==> src/rtl/calc_entry_fsm.sv <==
`default_nettype none
// ---------------------------------------------------------------------------
// calc_entry_fsm: two-operand decimal keypad calculator entry controller.
// Revision: 1.0
// ---------------------------------------------------------------------------
module calc_entry_fsm #(
  parameter int DIGITS = 3,
  parameter int W      = 10
) (
  input  logic         clk,
  input  logic         reset,
  input  logic         key_valid,
  input  logic [3:0]   key_code,
  output logic [W-1:0] operand_a,
  output logic [W-1:0] operand_b,
  output logic [W:0]   result,
  output logic         result_neg,
  output logic         result_valid,
  output logic         op_sub,
  output logic [2:0]   digit_count,
  output logic [W:0]   disp_value,
  output logic [1:0]   state_out
);

  typedef enum logic [1:0] {
    ENTER_A = 2'd0,
    ENTER_B = 2'd1,
    RESULT  = 2'd2,
    UNUSED  = 2'd3
  } state_t;

  localparam logic [2:0] MAX_DIGITS = 3'(DIGITS);
  localparam logic [W:0] MAX_VALUE  = (W+1)'(10**DIGITS - 1);

  state_t       state_q, state_d;
  logic [W-1:0] operand_a_q, operand_a_d;
  logic [W-1:0] operand_b_q, operand_b_d;
  logic [W:0]   result_q, result_d;
  logic         result_neg_q, result_neg_d;
  logic         op_sub_q, op_sub_d;
  logic [2:0]   digit_count_q, digit_count_d;

  logic         is_digit, is_op, is_clear, is_back, is_equals;
  logic [W-1:0] active_op, op_push, op_pop;
  logic [W:0]   sum, diff;
  logic         a_ge_b;

  always_comb begin
    is_digit  = (key_code <= 4'h9);
    is_op     = (key_code == 4'hA) || (key_code == 4'hB);
    is_clear  = (key_code == 4'hC);
    is_back   = (key_code == 4'hE);
    is_equals = (key_code == 4'hF);

    active_op = (state_q == ENTER_B) ? operand_b_q : operand_a_q;
    // digit_count < DIGITS guarantees the shifted-in value fits in W bits
    op_push   = active_op * W'(10) + W'(key_code);
    op_pop    = active_op / W'(10);

    sum    = {1'b0, operand_a_q} + {1'b0, operand_b_q};
    a_ge_b = (operand_a_q >= operand_b_q);
    diff   = a_ge_b ? ({1'b0, operand_a_q} - {1'b0, operand_b_q})
                    : ({1'b0, operand_b_q} - {1'b0, operand_a_q});
  end

  always_comb begin
    state_d       = state_q;
    operand_a_d   = operand_a_q;
    operand_b_d   = operand_b_q;
    result_d      = result_q;
    result_neg_d  = result_neg_q;
    op_sub_d      = op_sub_q;
    digit_count_d = digit_count_q;

    if (key_valid && is_clear) begin
      state_d       = ENTER_A;
      operand_a_d   = '0;
      operand_b_d   = '0;
      result_d      = '0;
      result_neg_d  = 1'b0;
      op_sub_d      = 1'b0;
      digit_count_d = '0;
    end else begin
      case (state_q)
        ENTER_A, ENTER_B: begin
          if (key_valid) begin
            if (is_digit) begin
              if (digit_count_q < MAX_DIGITS) begin
                if (state_q == ENTER_B) operand_b_d = op_push;
                else                    operand_a_d = op_push;
                digit_count_d = digit_count_q + 3'd1;
              end
            end else if (is_back) begin
              if (digit_count_q != 3'd0) begin
                if (state_q == ENTER_B) operand_b_d = op_pop;
                else                    operand_a_d = op_pop;
                digit_count_d = digit_count_q - 3'd1;
              end
            end else if (is_op) begin
              op_sub_d = key_code[0];
              if (state_q == ENTER_A) begin
                operand_b_d   = '0;
                digit_count_d = '0;
                state_d       = ENTER_B;
              end
            end else if (is_equals && (state_q == ENTER_B)) begin
              if (op_sub_q) begin
                result_d     = diff;
                result_neg_d = ~a_ge_b;
              end else begin
                result_d     = sum;
                result_neg_d = 1'b0;
              end
              state_d = RESULT;
            end
          end
        end
        RESULT: begin
          if (key_valid) begin
            if (is_digit) begin
              operand_a_d   = W'(key_code);
              operand_b_d   = '0;
              digit_count_d = 3'd1;
              state_d       = ENTER_A;
            end else if (is_op && !result_neg_q && (result_q <= MAX_VALUE)) begin
              operand_a_d   = result_q[W-1:0];
              operand_b_d   = '0;
              digit_count_d = '0;
              op_sub_d      = key_code[0];
              state_d       = ENTER_B;
            end
          end
        end
        default: begin
          state_d       = ENTER_A;
          operand_a_d   = '0;
          operand_b_d   = '0;
          result_d      = '0;
          result_neg_d  = 1'b0;
          op_sub_d      = 1'b0;
          digit_count_d = '0;
        end
      endcase
    end
  end

  always_ff @(posedge clk) begin
    if (reset) begin
      state_q       <= ENTER_A;
      operand_a_q   <= '0;
      operand_b_q   <= '0;
      result_q      <= '0;
      result_neg_q  <= 1'b0;
      op_sub_q      <= 1'b0;
      digit_count_q <= '0;
    end else begin
      state_q       <= state_d;
      operand_a_q   <= operand_a_d;
      operand_b_q   <= operand_b_d;
      result_q      <= result_d;
      result_neg_q  <= result_neg_d;
      op_sub_q      <= op_sub_d;
      digit_count_q <= digit_count_d;
    end
  end

  always_comb begin
    case (state_q)
      ENTER_A: disp_value = {1'b0, operand_a_q};
      ENTER_B: disp_value = {1'b0, operand_b_q};
      RESULT:  disp_value = result_q;
      default: disp_value = '0;
    endcase
  end

  assign operand_a    = operand_a_q;
  assign operand_b    = operand_b_q;
  assign result       = result_q;
  assign result_neg   = result_neg_q;
  assign result_valid = (state_q == RESULT);
  assign op_sub       = op_sub_q;
  assign digit_count  = digit_count_q;
  assign state_out    = state_q;

endmodule
`default_nettype wire

==> config.mk <==
export PLATFORM = sky130hd
export DESIGN_NAME = calc_entry_fsm
export DESIGN_NICKNAME = d
export VERILOG_FILES = /design/src/rtl/calc_entry_fsm.sv
export SDC_FILE = /design/constraint.sdc
export NUM_CORES = 1
export LEC_CHECK = 0
export BUFFER_PORTS_ARGS = -buffer_cell sky130_fd_sc_hd__buf_4
export CAP_MARGIN = 30
export CORE_MARGIN = 2
export CORE_UTILIZATION = 28
export CTS_CLUSTER_DIAMETER = 120
export DETAILED_ROUTE_END_ITERATION = 10
export PLACE_DENSITY = 0.45
export SKIP_LAST_GASP = 1
export SYNTH_ARGS = -nofsm -noshare
export SYNTH_HDL_FRONTEND = slang
export SYNTH_SLANG_ARGS = --single-unit
==> constraint.sdc <==
create_clock -name clk -period 5 [get_ports clk]
set_input_delay 0.5 -clock clk [delete_from_list [all_inputs] [get_ports clk]]
set_output_delay 0.5 -clock clk [all_outputs]
set_load 0.01 [all_outputs]
Yosys cells after proc, flatten, opt, wreduce, memory -nomap -nowiden
Cells that the tools add are included.
{"block": "word_totals", "elab_cells": 135, "reg_bits": 38}
{"block": "op_classes", "addsub": 6, "n_div": 1, "magnitude_cmp": 4, "n_mux": 70, "n_eq_ne": 28, "bitwise": 2, "n_mul": 1, "reduce_logical": 16}
{"operator": "$mux W10", "count": 23}
{"operator": "$mux W11", "count": 7}
{"operator": "$pmux W10 S2", "count": 2}
{"operator": "$pmux W11 S3", "count": 1}
{"operator": "$mux W3", "count": 10}
{"operator": "$reduce_and A7 Y1", "count": 4}
{"operator": "$pmux W11 S2", "count": 1}
{"operator": "$sub A10 B10 Y11", "count": 2}
{"operator": "$ne A3 B3 Y1 const B", "count": 7}
{"operator": "$eq A4 B4 Y1 const B", "count": 5}
{"operator": "$mux W2", "count": 9}
{"operator": "$ne A2 B2 Y1 const B", "count": 9}
{"operator": "$mux W1", "count": 13}
{"operator": "$ne A4 B4 Y1 const B", "count": 3}
{"operator": "$add A10 B10 Y11", "count": 1}
{"operator": "$le A11 B10 Y1 const B", "count": 1}
{"operator": "$add A10 B4 Y10", "count": 1}
{"operator": "$div A10 B4 Y10 const B", "count": 1}
{"operator": "$ge A10 B10 Y1", "count": 1}
{"operator": "$mul A10 B3 Y9 const B", "count": 1}
{"operator": "$reduce_and A9 Y1", "count": 1}
{"operator": "$pmux W3 S2", "count": 1}
{"operator": "$reduce_and A6 Y1", "count": 1}
{"operator": "$le A4 B4 Y1 const B", "count": 1}
{"operator": "16 further kinds", "count": 22}

Depth between registers and ports, before layout
{"block": "depth", "ltp_word": 9, "mapped_depth": 22, "ltp_nobuf": 18}

Worst setup path after synthesis
OpenSTA, ideal clock, no wires.
{"block": "synth_timing", "kind": "flip-flop to flip-flop", "start": "register state_q[1], in the netlist state_out[1]", "end": "register operand_a_q[9], in the netlist operand_a[9]", "setup_time_ns": 0.115, "n_path_buf": 4, "t_arrival_ns": 3.521, "required_time_ns": 4.885, "setup_slack_ns": 1.364, "stages_incl_launch_ff": 19, "cell_sequence": "dfxtp_1 > buf_6 > nand2b_4 > buf_12 > buf_8 > buf_2 > mux2i_1 > inv_1 > ha_1 > inv_1 > fa_1 > xor2_1 > or3_1 > nor3_1 > xnor2_1 > nor3_1 > a21oi_1 > o21ai_0 > and2_1"}
{"block": "synth_between", "elab_chain_cells": 9}
{"item": "from (decl)", "line": "35", "source": "state_t state_q, state_d;"}
{"item": "from (signal assigned)", "line": "157", "source": "state_q <= state_d;"}
{"item": "$eq A2 B1 Y1"}
{"item": "$mux W10", "line": "55", "source": "active_op = (state_q == ENTER_B) ? operand_b_q : operand_a_q;"}
{"item": "$div A10 B4 Y10 / $mul A10 B3 Y9 (equally long branches)", "line": "58, 57"}
{"item": "$mux W10 / $add A10 B4 Y10 (equally long branches)", "line": "95, 57"}
{"item": "$mux W10 (on tied branches)", "line": "94, 89"}
{"item": "$mux W10 (on tied branches)", "line": "93, 88"}
{"item": "$mux W10", "line": "87", "source": "if (is_digit) begin"}
{"item": "$mux W10", "line": "86", "source": "if (key_valid) begin"}
{"item": "$pmux W10 S2", "line": "84", "source": "case (state_q)"}
{"item": "to (signal assigned)", "line": "158", "source": "operand_a_q <= operand_a_d;"}
{"item": "to (decl)", "line": "36", "source": "logic [W-1:0] operand_a_q, operand_a_d;"}
Several ways; a longest one is shown, not always the timed one. The select of a mux whose other input is x is not followed.
A chain may end at the register's enable or synchronous reset.

Worst setup path in the final report
{"block": "layout_timing", "start": "register operand_a_q[1], in the netlist operand_a[1]", "end": "register result_q[9], in the netlist result[9]"}
{"block": "layout_between", "elab_chain_cells": 9}
{"item": "$sub A10 B10 Y11 (tied with other cells)", "line": "63", "source": ": ({1'b0, operand_b_q} - {1'b0, operand_a_q});"}
{"item": "$mux W11", "line": "62", "source": "diff = a_ge_b ? ({1'b0, operand_a_q} - {1'b0, operand_b_q})"}
{"item": "$mux W11 (*)", "line": "107", "source": "if (op_sub_q) begin"}
{"item": "$mux W11 (*)", "line": "106", "source": "end else if (is_equals && (state_q == ENTER_B)) begin"}
{"item": "$mux W11 (*)", "line": "99", "source": "end else if (is_op) begin"}
{"item": "$mux W11 (*)", "line": "93", "source": "end else if (is_back) begin"}
{"item": "$mux W11 (*)", "line": "87"}
{"item": "$mux W11 (*)", "line": "86"}
{"item": "$pmux W11 S2 (*)", "line": "84"}
{"item": "to (signal assigned)", "line": "160", "source": "result_q <= result_d;"}
{"item": "to (decl)", "line": "38", "source": "logic [W:0] result_q, result_d;"}
Mark *: on every way between the ends. The rest lies on a longest branch, timed or not. The select of a mux whose other input is x is not followed.

==> out/qor.yml <==
setup_path:
  critical_path.cell_chain: "inv_1 > ha_1 > nor2b_1 > o21ai_0 > or3b_2 > a21boi_2 > nor2_1 > mux2i_1 > a221oi_1 > a211oi_1 > mux2i_1 > o21ai_0"
  timing.critical_path.slowest_cell_delay_ns: 0.63
  worst_r2r_endpoint: "result[9]"
  worst_ep_required_time_ns: 5.14
  critical_path.endpoint_type: "flop"
  crit_fanout: 9
  crit_path_top_delay_cell: "sky130_fd_sc_hd__dfxtp_1"
  reg2reg_from: "operand_a[1]"
  reg2reg_depth: 12
  r2r_slack_ns: 0.96
  worst_setup_path_startpoint: "operand_a[1]"
  arrival_ns: 4.18
  critPathLaunchType: "flop"
  critPathKind: "flop to flop"
detailed_routing:
  viasPerCell: 5.46
  routed_wirelength_mm: 17.8
  detailroute.via_count: 5109
  average_wire_per_cell_in_the_routed_design_um: 19.0
  firstDrtPassIters: 5
  post-route-drc-count: 0
  drt-initial-drc-count: 301
  detail-route-antenna-nets: 0
grt:
  overflow_left_after_global_routing: 0
  number_of_antenna_violations_at_the_first_check_in_global_routing: 0
  largest_net_degree_at_the_start_of_global_routing: 35
  wire_length_of_the_first_global_routing_pass_mm: 28.5
  overall_global_routing_usage_pct: 19.2
  via_count_of_the_first_global_routing_pass: 5043
sta:
  final_hold_viol_count: 0
  min_period_over_period_pct: 80.9
  final.min_clock_period_ns: 4.04
  slew_violations: 0
  slew-limit-headroom_pct: 38.7
  timing_worst_slew_pin_value_ns: 0.915
  setup_repair_after_global_routing_missed_its_margin: "no"
  finalSetupViolCount: 0
  worst_slack_ns: 0.956
  finalSetupTns_ns: 0
  maxClockFrequency_mhz: 247
  finClkSkew_ns: 0.00966
power:
  power.density_nw_per_um2: 211
  worst_case_vdd_ir_drop_mv: 0.131
  power_leakage_nw: 2.32
  fin_total_pwr_mw: 1.20
run:
  count_of_max_cap_constraint_violations: 0
yosys:
  yosys-top-cells-count: "sky130_fd_sc_hd__nand2_1 (63), sky130_fd_sc_hd__a21oi_1 (59), sky130_fd_sc_hd__nor2_1 (55)"
  syn_avg_cell_area_um2: 7.32
  yosys_most_used_dff: "sky130_fd_sc_hd__dfxtp_1"
  yosysWarningCount: 0
  netlist_area_um2: 4960
  netlist.top_cell.by_area: "sky130_fd_sc_hd__dfxtp_1"
  postSynth.asyncResetShare_pct: 0
  yosys.cell_count.top_type: "sky130_fd_sc_hd__nand2_1"
  flop_and_latch_count_out_of_synthesis: 38
  netlist-cell-type-count: 76
  syn-num-nets: 737
  synth_enable_flop_cells: 0
  leading_cell_types_by_total_area_after_synthesis: "sky130_fd_sc_hd__dfxtp_1 (15%), sky130_fd_sc_hd__ha_1 (12%), sky130_fd_sc_hd__a21oi_1 (6.0%)"
  synth.yosys.seq_area_share_pct: 15.3
  synth_largest_type_area_fraction_pct: 15.3
  netlist_instances: 678
clock_network:
  buffer_depth_of_the_longest_clock_path: 2
  path_clk_slew_ns: 0.07
  numCtsBuffers: 5
  tritoncts_num_sinks: 38
  clock_latency_ns: 0.29
  hold_buffers: 0
  cts-resized-gates: 0
  cts_setup_buffers: 0
  clock_tree.root_cell: "sky130_fd_sc_hd__clkbuf_16"
  cts_htree_levels: 2
  tritoncts_clock_tree: "built"
placement:
  placement.setup.worst_slack_ns: 1.02
  gp_weighted_congestion: 0.873
  port_buffers: 56
  placed_cell_area_um2: 5520
  place.detailed.hpwl_mm: 13.6
cells_and_area:
  area.growth.synth_to_final_pct: 14.5
  multi_input_area_um2: 3790
  final_cell_area_um2: 5680
  drive_gt1_share_pct: 14.1
  antenna_cells_inserted: 0
  postLayoutCoreUtil_pct: 32.9
  design.final.nets: 768
  register_area_um2: 761
  fill_cells: 1891
die:
  start_util_pct: 28.7
  die_h_um: 137
  core_um2: 17300
  io-pin-count: 57
  floorplan.die_area_um2: 18800
  placement_rows: 48
  dieWidth_um: 137
min_path:
  hold_class: "flop to flop"
  hold_path.startpoint: "digit_count[1]"
  hold_path_depth: 2
  whs_endpoint: "digit_count[1]"
status:
  status: "complete, no violations"
[cell type report]
cell class	instances	area share, %
clock inverter	3	0.704
clock buffer	5	2.20
inverter	54	3.57
multi-input combinational	545	66.6
sequential	38	13.4
tap	225	4.95
timing repair buffer	65	8.58
[cell usage in the layout (no fill, tap or decap), drive strengths merged, types with 11 or more instances in the layout]
| cell type | count |
|---|---|
| nand2 | 63 |
| inv | 51 |
| o21ai | 46 |
| buf | 65 |
| nand2b | 11 |
| xnor2 | 19 |
| ha | 47 |
| nand3 | 28 |
| dfxtp | 38 |
| nor3 | 25 |
| a211oi | 15 |
| mux2i | 31 |
| a21oi | 60 |
| nor2 | 55 |
[metal layers]
layer	global-route usage, %	vias up	wire (um)
met2	32.4	139	8410
met4	5.15	0	269
li1	-	2497	-
met3	2.30	17	716
met5	0	-	0
met1	25.9	2456	8400
[power breakdown]
part	leakage (nW)	switching (mW)	internal (mW)
combinational	1.93	0.307	0.190
clock	0.0836	0.133	0.234
sequential	0.307	0.0246	0.313
[worst max-delay path by stage]
stage	endpoint	slack, ns
3_3_place_gp	result[9]	0.99
2_1_floorplan	operand_a[9]	1.36
6_report	result[9]	0.96
5_1_grt	result[9]	0.65
4_1_cts	result[9]	1.01
3_5_place_dp	result[9]	1.02
[flip-flops by register name, indices dropped and copies added (netlist names)]
name         flops
op_sub           1
result_neg       1
operand_a       10
state_out        2
digit_count      3
operand_b       10
result          11
[worst max-delay path, delay by kind of cell, from the launching register on]
| kind | cells | cell delay [ns] |
|---|---|---|
| compound gates | 5 | 1.24 |
| flops | 1 | 0.63 |
| mux | 2 | 0.52 |
| simple gates | 3 | 0.98 |
| fa+ha+maj | 1 | 0.36 |
| buf+inv | 1 | 0.16 |
[per-stage QoR]
step                cells  hold slack, ns
finish                935           0.529
global route          935           0.563
CTS                   935           0.524
detailed placement    927           0.515
global placement      927           0.514
floorplan             678           0.513
[cell families after synthesis]
logic type | share of synthesized area [%]
and+or+nand+nor | 22.3
DFF | 15.3
AOI/OAI and AO/OA | 27.4
xor gates and xnor gates | 4.21
buffers and inverters | 8.37
muxes | 8.14
adders and majority gates | 14.3
No activity file was read; power rests on OpenSTA's default activity.
